--- src/rtl/pc_pkg.sv ---
// Shared constants and next-PC operation encoding for the program-counter unit.
package pc_pkg;

    localparam int unsigned INSTR_BYTES = 4;
    localparam int unsigned JFIELD_W    = 26;
    localparam int unsigned PC_OP_W     = 3;

    typedef enum logic [PC_OP_W-1:0] {
        PC_SEQ  = 3'd0,
        PC_BEQ  = 3'd1,
        PC_BNE  = 3'd2,
        PC_J    = 3'd3,
        PC_CALL = 3'd4,
        PC_RET  = 3'd5,
        PC_JR   = 3'd6,
        PC_RSVD = 3'd7
    } pc_op_e;

endpackage

--- src/rtl/pc_next_unit_if.sv ---
// Control/ALU-facing bundle of the program-counter unit; the unit itself uses the slave side.
interface pc_next_unit_if
    import pc_pkg::*;
#(
    parameter int unsigned WIDTH     = 32,
    parameter int unsigned RAS_DEPTH = 4
);
    localparam int unsigned CNT_W = $clog2(RAS_DEPTH) + 1;

    logic                 en;
    logic [PC_OP_W-1:0]   pc_op;
    logic                 zero;
    logic [WIDTH-1:0]     imm_ext;
    logic [JFIELD_W-1:0]  jump_target;
    logic [WIDTH-1:0]     jr_addr;

    logic [WIDTH-1:0]     pc;
    logic [WIDTH-1:0]     pc_plus4;
    logic [WIDTH-1:0]     next_pc;
    logic                 taken;
    logic [CNT_W-1:0]     ras_count;
    logic                 ras_overflow;
    logic                 ret_underflow;
    logic                 ret_mismatch;

    modport master (
        output en, pc_op, zero, imm_ext, jump_target, jr_addr,
        input  pc, pc_plus4, next_pc, taken, ras_count,
               ras_overflow, ret_underflow, ret_mismatch
    );

    modport slave (
        input  en, pc_op, zero, imm_ext, jump_target, jr_addr,
        output pc, pc_plus4, next_pc, taken, ras_count,
               ras_overflow, ret_underflow, ret_mismatch
    );

endinterface

--- src/rtl/ras_stack.sv ---
// Circular return-address stack; a push into a full stack overwrites the oldest entry.
module ras_stack #(
    parameter int unsigned WIDTH     = 32,
    parameter int unsigned RAS_DEPTH = 4
) (
    input  logic                           clk,
    input  logic                           rst,
    input  logic                           push,
    input  logic                           pop,
    input  logic [WIDTH-1:0]               pushData,
    output logic [WIDTH-1:0]               topData,
    output logic [$clog2(RAS_DEPTH):0]     count,
    output logic                           full,
    output logic                           empty
);
    localparam int unsigned PTR_W = $clog2(RAS_DEPTH);
    localparam int unsigned CNT_W = PTR_W + 1;

    logic [WIDTH-1:0] mem [RAS_DEPTH];
    logic [PTR_W-1:0] wrPtr;
    logic [CNT_W-1:0] countQ;

    assign full    = (countQ == CNT_W'(RAS_DEPTH));
    assign empty   = (countQ == '0);
    assign count   = countQ;
    // When full, wrPtr already points at the oldest entry, so overwrite falls out naturally.
    assign topData = mem[wrPtr - PTR_W'(1)];

    always_ff @(posedge clk or posedge rst) begin
        if (rst) begin
            wrPtr  <= '0;
            countQ <= '0;
        end else if (push) begin
            wrPtr <= wrPtr + PTR_W'(1);
            if (!full) begin
                countQ <= countQ + CNT_W'(1);
            end
        end else if (pop && !empty) begin
            wrPtr  <= wrPtr - PTR_W'(1);
            countQ <= countQ - CNT_W'(1);
        end
    end

    always_ff @(posedge clk) begin
        if (push) begin
            mem[wrPtr] <= pushData;
        end
    end

endmodule

--- src/rtl/pc_next_unit.sv ---
// Program counter with branch/jump/call/return selection and a debug-only return-address stack.
module pc_next_unit
    import pc_pkg::*;
#(
    parameter int unsigned     WIDTH        = 32,
    parameter logic [WIDTH-1:0] RESET_VECTOR = '0,
    parameter int unsigned     RAS_DEPTH    = 4
) (
    input  logic clk,
    input  logic reset,
    pc_next_unit_if.slave bus
);
    localparam int unsigned CNT_W = $clog2(RAS_DEPTH) + 1;
    localparam int unsigned JLO_W = JFIELD_W + 2;

    logic [WIDTH-1:0] pcQ;
    logic [WIDTH-1:0] pcPlus4;
    logic [WIDTH-1:0] branchTarget;
    logic [WIDTH-1:0] jumpTarget;
    logic [WIDTH-1:0] nextPc;
    logic             taken;
    logic             doPush;
    logic             doPop;
    logic             overflowQ;
    logic             underflowQ;
    logic             mismatchQ;
    logic [WIDTH-1:0] rasTop;
    logic [CNT_W-1:0] rasCount;
    logic             rasFull;
    logic             rasEmpty;
    pc_op_e           op;

    assign op           = pc_op_e'(bus.pc_op);
    assign pcPlus4      = pcQ + WIDTH'(INSTR_BYTES);
    assign branchTarget = pcPlus4 + (bus.imm_ext << 2);
    assign jumpTarget   = {pcPlus4[WIDTH-1:JLO_W], bus.jump_target, 2'b00};

    // Next-PC select; RET follows jr_addr, the stack only observes.
    always_comb begin
        nextPc = pcPlus4;
        taken  = 1'b0;
        doPush = 1'b0;
        doPop  = 1'b0;
        case (op)
            PC_BEQ: begin
                if (bus.zero) begin
                    nextPc = branchTarget;
                    taken  = 1'b1;
                end
            end
            PC_BNE: begin
                if (!bus.zero) begin
                    nextPc = branchTarget;
                    taken  = 1'b1;
                end
            end
            PC_J: begin
                nextPc = jumpTarget;
                taken  = 1'b1;
            end
            PC_CALL: begin
                nextPc = jumpTarget;
                taken  = 1'b1;
                doPush = bus.en;
            end
            PC_RET: begin
                nextPc = bus.jr_addr;
                taken  = 1'b1;
                doPop  = bus.en;
            end
            PC_JR: begin
                nextPc = bus.jr_addr;
                taken  = 1'b1;
            end
            default: begin
                nextPc = pcPlus4;
            end
        endcase
    end

    ras_stack #(
        .WIDTH     (WIDTH),
        .RAS_DEPTH (RAS_DEPTH)
    ) u_ras (
        .clk      (clk),
        .rst      (reset),
        .push     (doPush),
        .pop      (doPop),
        .pushData (pcPlus4),
        .topData  (rasTop),
        .count    (rasCount),
        .full     (rasFull),
        .empty    (rasEmpty)
    );

    always_ff @(posedge clk or posedge reset) begin
        if (reset) begin
            pcQ        <= RESET_VECTOR;
            overflowQ  <= 1'b0;
            underflowQ <= 1'b0;
            mismatchQ  <= 1'b0;
        end else if (bus.en) begin
            pcQ        <= nextPc;
            underflowQ <= doPop && rasEmpty;
            mismatchQ  <= doPop && !rasEmpty && (rasTop != bus.jr_addr);
            if (doPush && rasFull) begin
                overflowQ <= 1'b1;
            end
        end else begin
            underflowQ <= 1'b0;
            mismatchQ  <= 1'b0;
        end
    end

    assign bus.pc            = pcQ;
    assign bus.pc_plus4      = pcPlus4;
    assign bus.next_pc       = nextPc;
    assign bus.taken         = taken;
    assign bus.ras_count     = rasCount;
    assign bus.ras_overflow  = overflowQ;
    assign bus.ret_underflow = underflowQ;
    assign bus.ret_mismatch  = mismatchQ;

endmodule

--- src/flat_wrapper.sv ---
// flat-port wrapper written by rule: the top's interface ports become plain ports
module pc_next_unit_flat import pc_pkg::*;
#(
    parameter int unsigned     WIDTH        = 32,
    parameter logic [WIDTH-1:0] RESET_VECTOR = '0,
    parameter int unsigned     RAS_DEPTH    = 4
)
  (clk, reset, bus_en, bus_pc_op, bus_zero, bus_imm_ext, bus_jump_target, bus_jr_addr, bus_pc, bus_pc_plus4, bus_next_pc, bus_taken, bus_ras_count, bus_ras_overflow, bus_ret_underflow, bus_ret_mismatch);
  pc_next_unit_if #(.WIDTH(WIDTH), .RAS_DEPTH(RAS_DEPTH)) bus_i ();
  input  logic clk;
  input  logic reset;
  input wire logic [$bits(bus_i.en)-1:0] bus_en;
  input wire logic [$bits(bus_i.pc_op)-1:0] bus_pc_op;
  input wire logic [$bits(bus_i.zero)-1:0] bus_zero;
  input wire logic [$bits(bus_i.imm_ext)-1:0] bus_imm_ext;
  input wire logic [$bits(bus_i.jump_target)-1:0] bus_jump_target;
  input wire logic [$bits(bus_i.jr_addr)-1:0] bus_jr_addr;
  output wire logic [$bits(bus_i.pc)-1:0] bus_pc;
  output wire logic [$bits(bus_i.pc_plus4)-1:0] bus_pc_plus4;
  output wire logic [$bits(bus_i.next_pc)-1:0] bus_next_pc;
  output wire logic [$bits(bus_i.taken)-1:0] bus_taken;
  output wire logic [$bits(bus_i.ras_count)-1:0] bus_ras_count;
  output wire logic [$bits(bus_i.ras_overflow)-1:0] bus_ras_overflow;
  output wire logic [$bits(bus_i.ret_underflow)-1:0] bus_ret_underflow;
  output wire logic [$bits(bus_i.ret_mismatch)-1:0] bus_ret_mismatch;
  assign bus_i.en = bus_en;
  assign bus_i.pc_op = bus_pc_op;
  assign bus_i.zero = bus_zero;
  assign bus_i.imm_ext = bus_imm_ext;
  assign bus_i.jump_target = bus_jump_target;
  assign bus_i.jr_addr = bus_jr_addr;
  assign bus_pc = bus_i.pc;
  assign bus_pc_plus4 = bus_i.pc_plus4;
  assign bus_next_pc = bus_i.next_pc;
  assign bus_taken = bus_i.taken;
  assign bus_ras_count = bus_i.ras_count;
  assign bus_ras_overflow = bus_i.ras_overflow;
  assign bus_ret_underflow = bus_i.ret_underflow;
  assign bus_ret_mismatch = bus_i.ret_mismatch;
  pc_next_unit #(.WIDTH(WIDTH), .RESET_VECTOR(RESET_VECTOR), .RAS_DEPTH(RAS_DEPTH)) u_core (.clk(clk), .reset(reset), .bus(bus_i));
endmodule
--- config.mk ---
export PLATFORM = sky130hd
export DESIGN_NAME = pc_next_unit_flat
export DESIGN_NICKNAME = d
export VERILOG_FILES = /design/src/rtl/pc_pkg.sv /design/src/rtl/pc_next_unit_if.sv /design/src/rtl/ras_stack.sv /design/src/rtl/pc_next_unit.sv /design/src/flat_wrapper.sv
export SDC_FILE = /design/constraint.sdc
export NUM_CORES = 1
export LEC_CHECK = 0
export CAP_MARGIN = 20
export CORE_MARGIN = 4
export CORE_UTILIZATION = 25
export CTS_BUF_LIST = sky130_fd_sc_hd__clkbuf_4
export DETAILED_ROUTE_END_ITERATION = 6
export REMOVE_ABC_BUFFERS = 1
export SETUP_SLACK_MARGIN = 0.05
export SYNTH_ARGS = -nofsm -noshare
export SYNTH_HDL_FRONTEND = slang
export SYNTH_SLANG_ARGS = --single-unit
--- constraint.sdc ---
create_clock -name clk -period 3.7 [get_ports clk]
set_input_delay 0.37 -clock clk [delete_from_list [all_inputs] [get_ports clk]]
set_output_delay 0.37 -clock clk [all_outputs]
set_load 0.03 [all_outputs]
==> flow_metrics.py, run 1 <==
metrics = {
    "setup_path": {
        "r2r_start": "u_core.bus.pc[3]",
        "end_kind": "output port",
        "path_cells": "ha_4, nand2_1, nor4_4, buf_6, nand2_4, xnor2_2, ha_1, and2_4, nand3_4, or3_4, o22a_1, a31oi_4, inv_2, o2111ai_2, nand2_1, buf_6",
        "r2r-end": "u_core.bus.pc[31]",
        "cp-start-kind": "flop",
        "ff2ff_setup_slack_ps": -20,
        "cp_slowest_cell": "dfrtp_2",
        "crit_arrival_ps": 4020,
        "cp_max_fo": 4,
        "critPathMaxStageDelay_ps": 450,
        "required_ps": 3330,
        "ff2ff_path_depth": 18,
        "crit_type": "reg2out",
    },
    "finish": {
        "drive_gt1_share_pct": 44.8,
        "fill_cells": 3527,
        "multi_input_area_um2": 5680,
        "synthToLayoutAreaGrowth_pct": 65.4,
        "nets": 1352,
        "post-route-util_pct": 41.9,
        "stdcell_area_um2": 15800,
        "regArea_um2": 4850,
    },
    "synthesis": {
        "yosys_register_bits": 168,
        "synth.yosys.seq_area_share_pct": 50.8,
        "synthCells": 777,
        "async_flop_share_pct": 23.8,
        "synth_edf_count": 128,
        "synth_area_um2": 9540,
        "synth_ff_type": "edfxtp_1",
        "yosysWarnings": 0,
        "synth.avg_cell_area_um2": 12.3,
        "synth.distinct_cells": 66,
    },
    "detailed_routing": {
        "drc_errors": 1,
        "drt_pass1_iterations": 7,
        "drt_iter0_drc": 604,
        "route.detailed.wl_per_inst_um": 22.0,
        "wirelength_um": 38300,
        "vias_per_cell": 4.85,
        "ant_nets": 0,
        "vias": 8437,
    },
    "sta": {
        "hold_viol": 0,
        "slew_violations": 0,
        "skew_ps": 39.4,
        "hold-worst-slack_ps": 73.4,
        "setup_slack_ps": -690,
        "min_period_ps": 4390,
        "rsz0062_at_grt": "yes",
        "finalCritPeriodShare_pct": 119,
        "finalSetupViolations": 25,
        "tightest_slew_ps": 702,
        "slew_headroom_pct": 53.2,
        "setup_tns_ps": -10610,
        "fmax_mhz": 228,
    },
    "outcome": {
        "violations": "DRC, setup timing",
        "status": "finished with violations",
    },
    "floorplan": {
        "num_rows": 71,
        "die_h_um": 203,
        "placeableCoreArea_um2": 37700,
        "die_w_um": 203,
        "dieArea_um2": 41400,
        "start_util_pct": 25.3,
        "ios": 200,
    },
    "clock_tree": {
        "cts.path.max_buffers": 2,
        "clock_latency_ps": 610,
        "tritoncts": "done",
        "cts_max_level": 4,
        "numClockSinks": 168,
        "ctsHoldBuffers": 0,
        "clk_pin_slew_ps": 180,
        "clockRootBuffer": "clkbuf_4",
        "cts_buffers": 17,
    },
    "grt": {
        "grt_max_degree": 40,
        "grt_pass1_vias": 8693,
        "grt.met1_usage_pct": 23.2,
        "grt.met2_usage_pct": 31.0,
        "antenna_found_initial": 1,
        "grt_use_met3_pct": 4.26,
        "grt_pass1_wl_um": 55300,
        "grt.busiest_layer": "met2",
        "grtUsageTotal_pct": 18.1,
        "overflow": 0,
    },
    "flow_run": {
        "drv_cap": 0,
    },
    "worst_hold_path": {
        "hp-class": "in2async",
    },
    "placed_design": {
        "io_buffers": 197,
        "hpwl_um": 28400,
        "place_congestion": 0.914,
        "place_area_um2": 13600,
        "pre_cts_ws_ps": -316,
    },
    "power": {
        "powerDensity_nw_per_um2": 630,
        "ir_drop_mv": 0.236,
        "p_leak_nw": 6.01,
    },
}
## layer usage
metal  share of wire, %  routed length [um]
met1                 41               15800
met5                  0                   0
met4                1.9                 733
met3                6.8                2610
met2                 50               19100
## synthesized netlist by cell type (all sizes together), types with 4 or more instances
cell type  count  share of area, %
a211oi         6              0.52
xnor2         67               6.2
mux2          20               2.4
edfxtp       128                40
clkbuf        22              0.87
and4           4              0.37
or2            5              0.33
o2111ai        4              0.37
o211ai         4              0.31
o221ai         4              0.37
nand2         50               2.0
ha            40               5.2
o21ai         43               2.3
dfrtp         40                10
nor2          41               1.6
nand3         23               1.2
a21oi         37               1.9
a222oi        21               2.2
a221o          4              0.42
nor4           4              0.42
inv           26               1.0
a21o          12              0.94
nand4         21               1.5
xor2          20               1.8
buf           12              0.67
mux4          32               7.6
a31oi         11              0.85
and2           7              0.46
nor3          15              0.79
and3           5              0.33
nor2b          4              0.26
a22o           6              0.55
## final cells by class
cell class | count | share of cell area (%)
clock buffer | 18 | 0.856
tap | 511 | 4.05
multi-input combinational | 548 | 36.0
clock inverter | 14 | 0.777
antenna | 1 | 0.0159
timing repair buffer | 451 | 26.9
sequential | 168 | 30.7
inverter | 27 | 0.642
## kinds of logic after synthesis
group,after synthesis,synth area share [%]
simple gates,191,10.2
compound gates,175,12.7
flops,168,50.8
xor+xnor,87,7.99
buf+inv,61,2.60
mux,53,10.0
fa+ha+maj,42,5.67
## registers in the layout (all words and copies together), names as in the netlist
name                      flops
u_core.bus.pc                32
u_core.bus.ras_overflow       1
u_core.bus.ret_mismatch       1
u_core.bus.ret_underflow      1
u_core.u_ras.count            3
u_core.u_ras.mem            128
u_core.u_ras.wrPtr            2
## metrics by stage
step / instances / power [mW]
6_report: 1738 / 9.94
5_1_grt: 1738 / 10.5
4_1_cts: 1703 / 9.59
3_5_place_dp: 1629 / 7.83
3_3_place_gp: 1628 / 7.78
2_1_floorplan: 743 / 5.31
## layout by cell type (no fill, tap or decap), types with 9 or more instances in the layout
cell,synthesis,final
buf_12,0,27
nand2_1,49,35
ha_1,40,21
nor3_1,15,12
mux2_2,20,20
nand2_2,1,13
xor2_2,0,10
ha_4,0,18
buf_6,0,27
nor2_1,40,31
nand4_1,20,20
xnor2_1,67,45
nand3_1,23,13
a222oi_1,21,21
edfxtp_1,128,128
a21o_1,12,12
o21ai_2,0,18
xnor2_2,0,15
o21ai_0,41,14
a21oi_1,37,17
clkbuf_4,0,18
clkdlybuf4s50_1,0,160
dfrtp_1,40,34
inv_1,26,24
a21oi_2,0,14
o21ai_1,2,9
mux4_2,32,32
buf_4,2,228
## worst max-delay path by stage
stage | startpoint | to | slack (ps) | cells after the start
floorplan | u_core.bus.pc[9] | bus_next_pc[30] | -1130 | 12
global placement | u_core.bus.pc[11] | bus_next_pc[25] | -270 | 16
detailed placement | u_core.bus.pc[8] | bus_next_pc[25] | -320 | 16
CTS | u_core.bus.pc[2] | bus_next_pc[31] | -670 | 16
global route | u_core.bus.pc[3] | bus_next_pc[31] | -880 | 16
finish | u_core.bus.pc[3] | bus_next_pc[31] | -690 | 16
## where the power goes
group / leakage, nW / switching [mW] / internal, mW
Combinational: 4.24 / 3.26 / 3.12
Sequential: 1.64 / 0.185 / 2.31
Clock: 0.135 / 0.726 / 0.345
Total: 6.01 / 4.17 / 5.77
## worst max-delay path, delay by kind of cell (launching register included)
family	cells	cell delay, ps
AO/OA/AOI/OAI	3	750
flip-flops	1	450
XOR/XNOR	1	140
buffers and inverters	3	390
AND/OR/NAND/NOR	7	1220
adder cells (fa/ha/maj)	2	470
## what timing repair did
action,4_1_cts,5_1_grt
resized for setup,191,90
buffers inserted,45,34
pin swaps,98,70
endpoints found under the setup margin,35,38
endpoints found under the hold margin,0,0
Power figures use the tool's default switching activity.
==> run 2, diff against run 1 <==
--- a/config.mk
+++ b/config.mk
@@ -9,6 +9,7 @@
 export CORE_MARGIN = 4
 export CORE_UTILIZATION = 25
 export CTS_BUF_LIST = sky130_fd_sc_hd__clkbuf_4
+export CTS_CLUSTER_SIZE = 30
 export DETAILED_ROUTE_END_ITERATION = 6
 export REMOVE_ABC_BUFFERS = 1
 export SETUP_SLACK_MARGIN = 0.05
==> results of run 2 <==
Same layout as run 1: the final DEF is identical, and so are final timing and power.
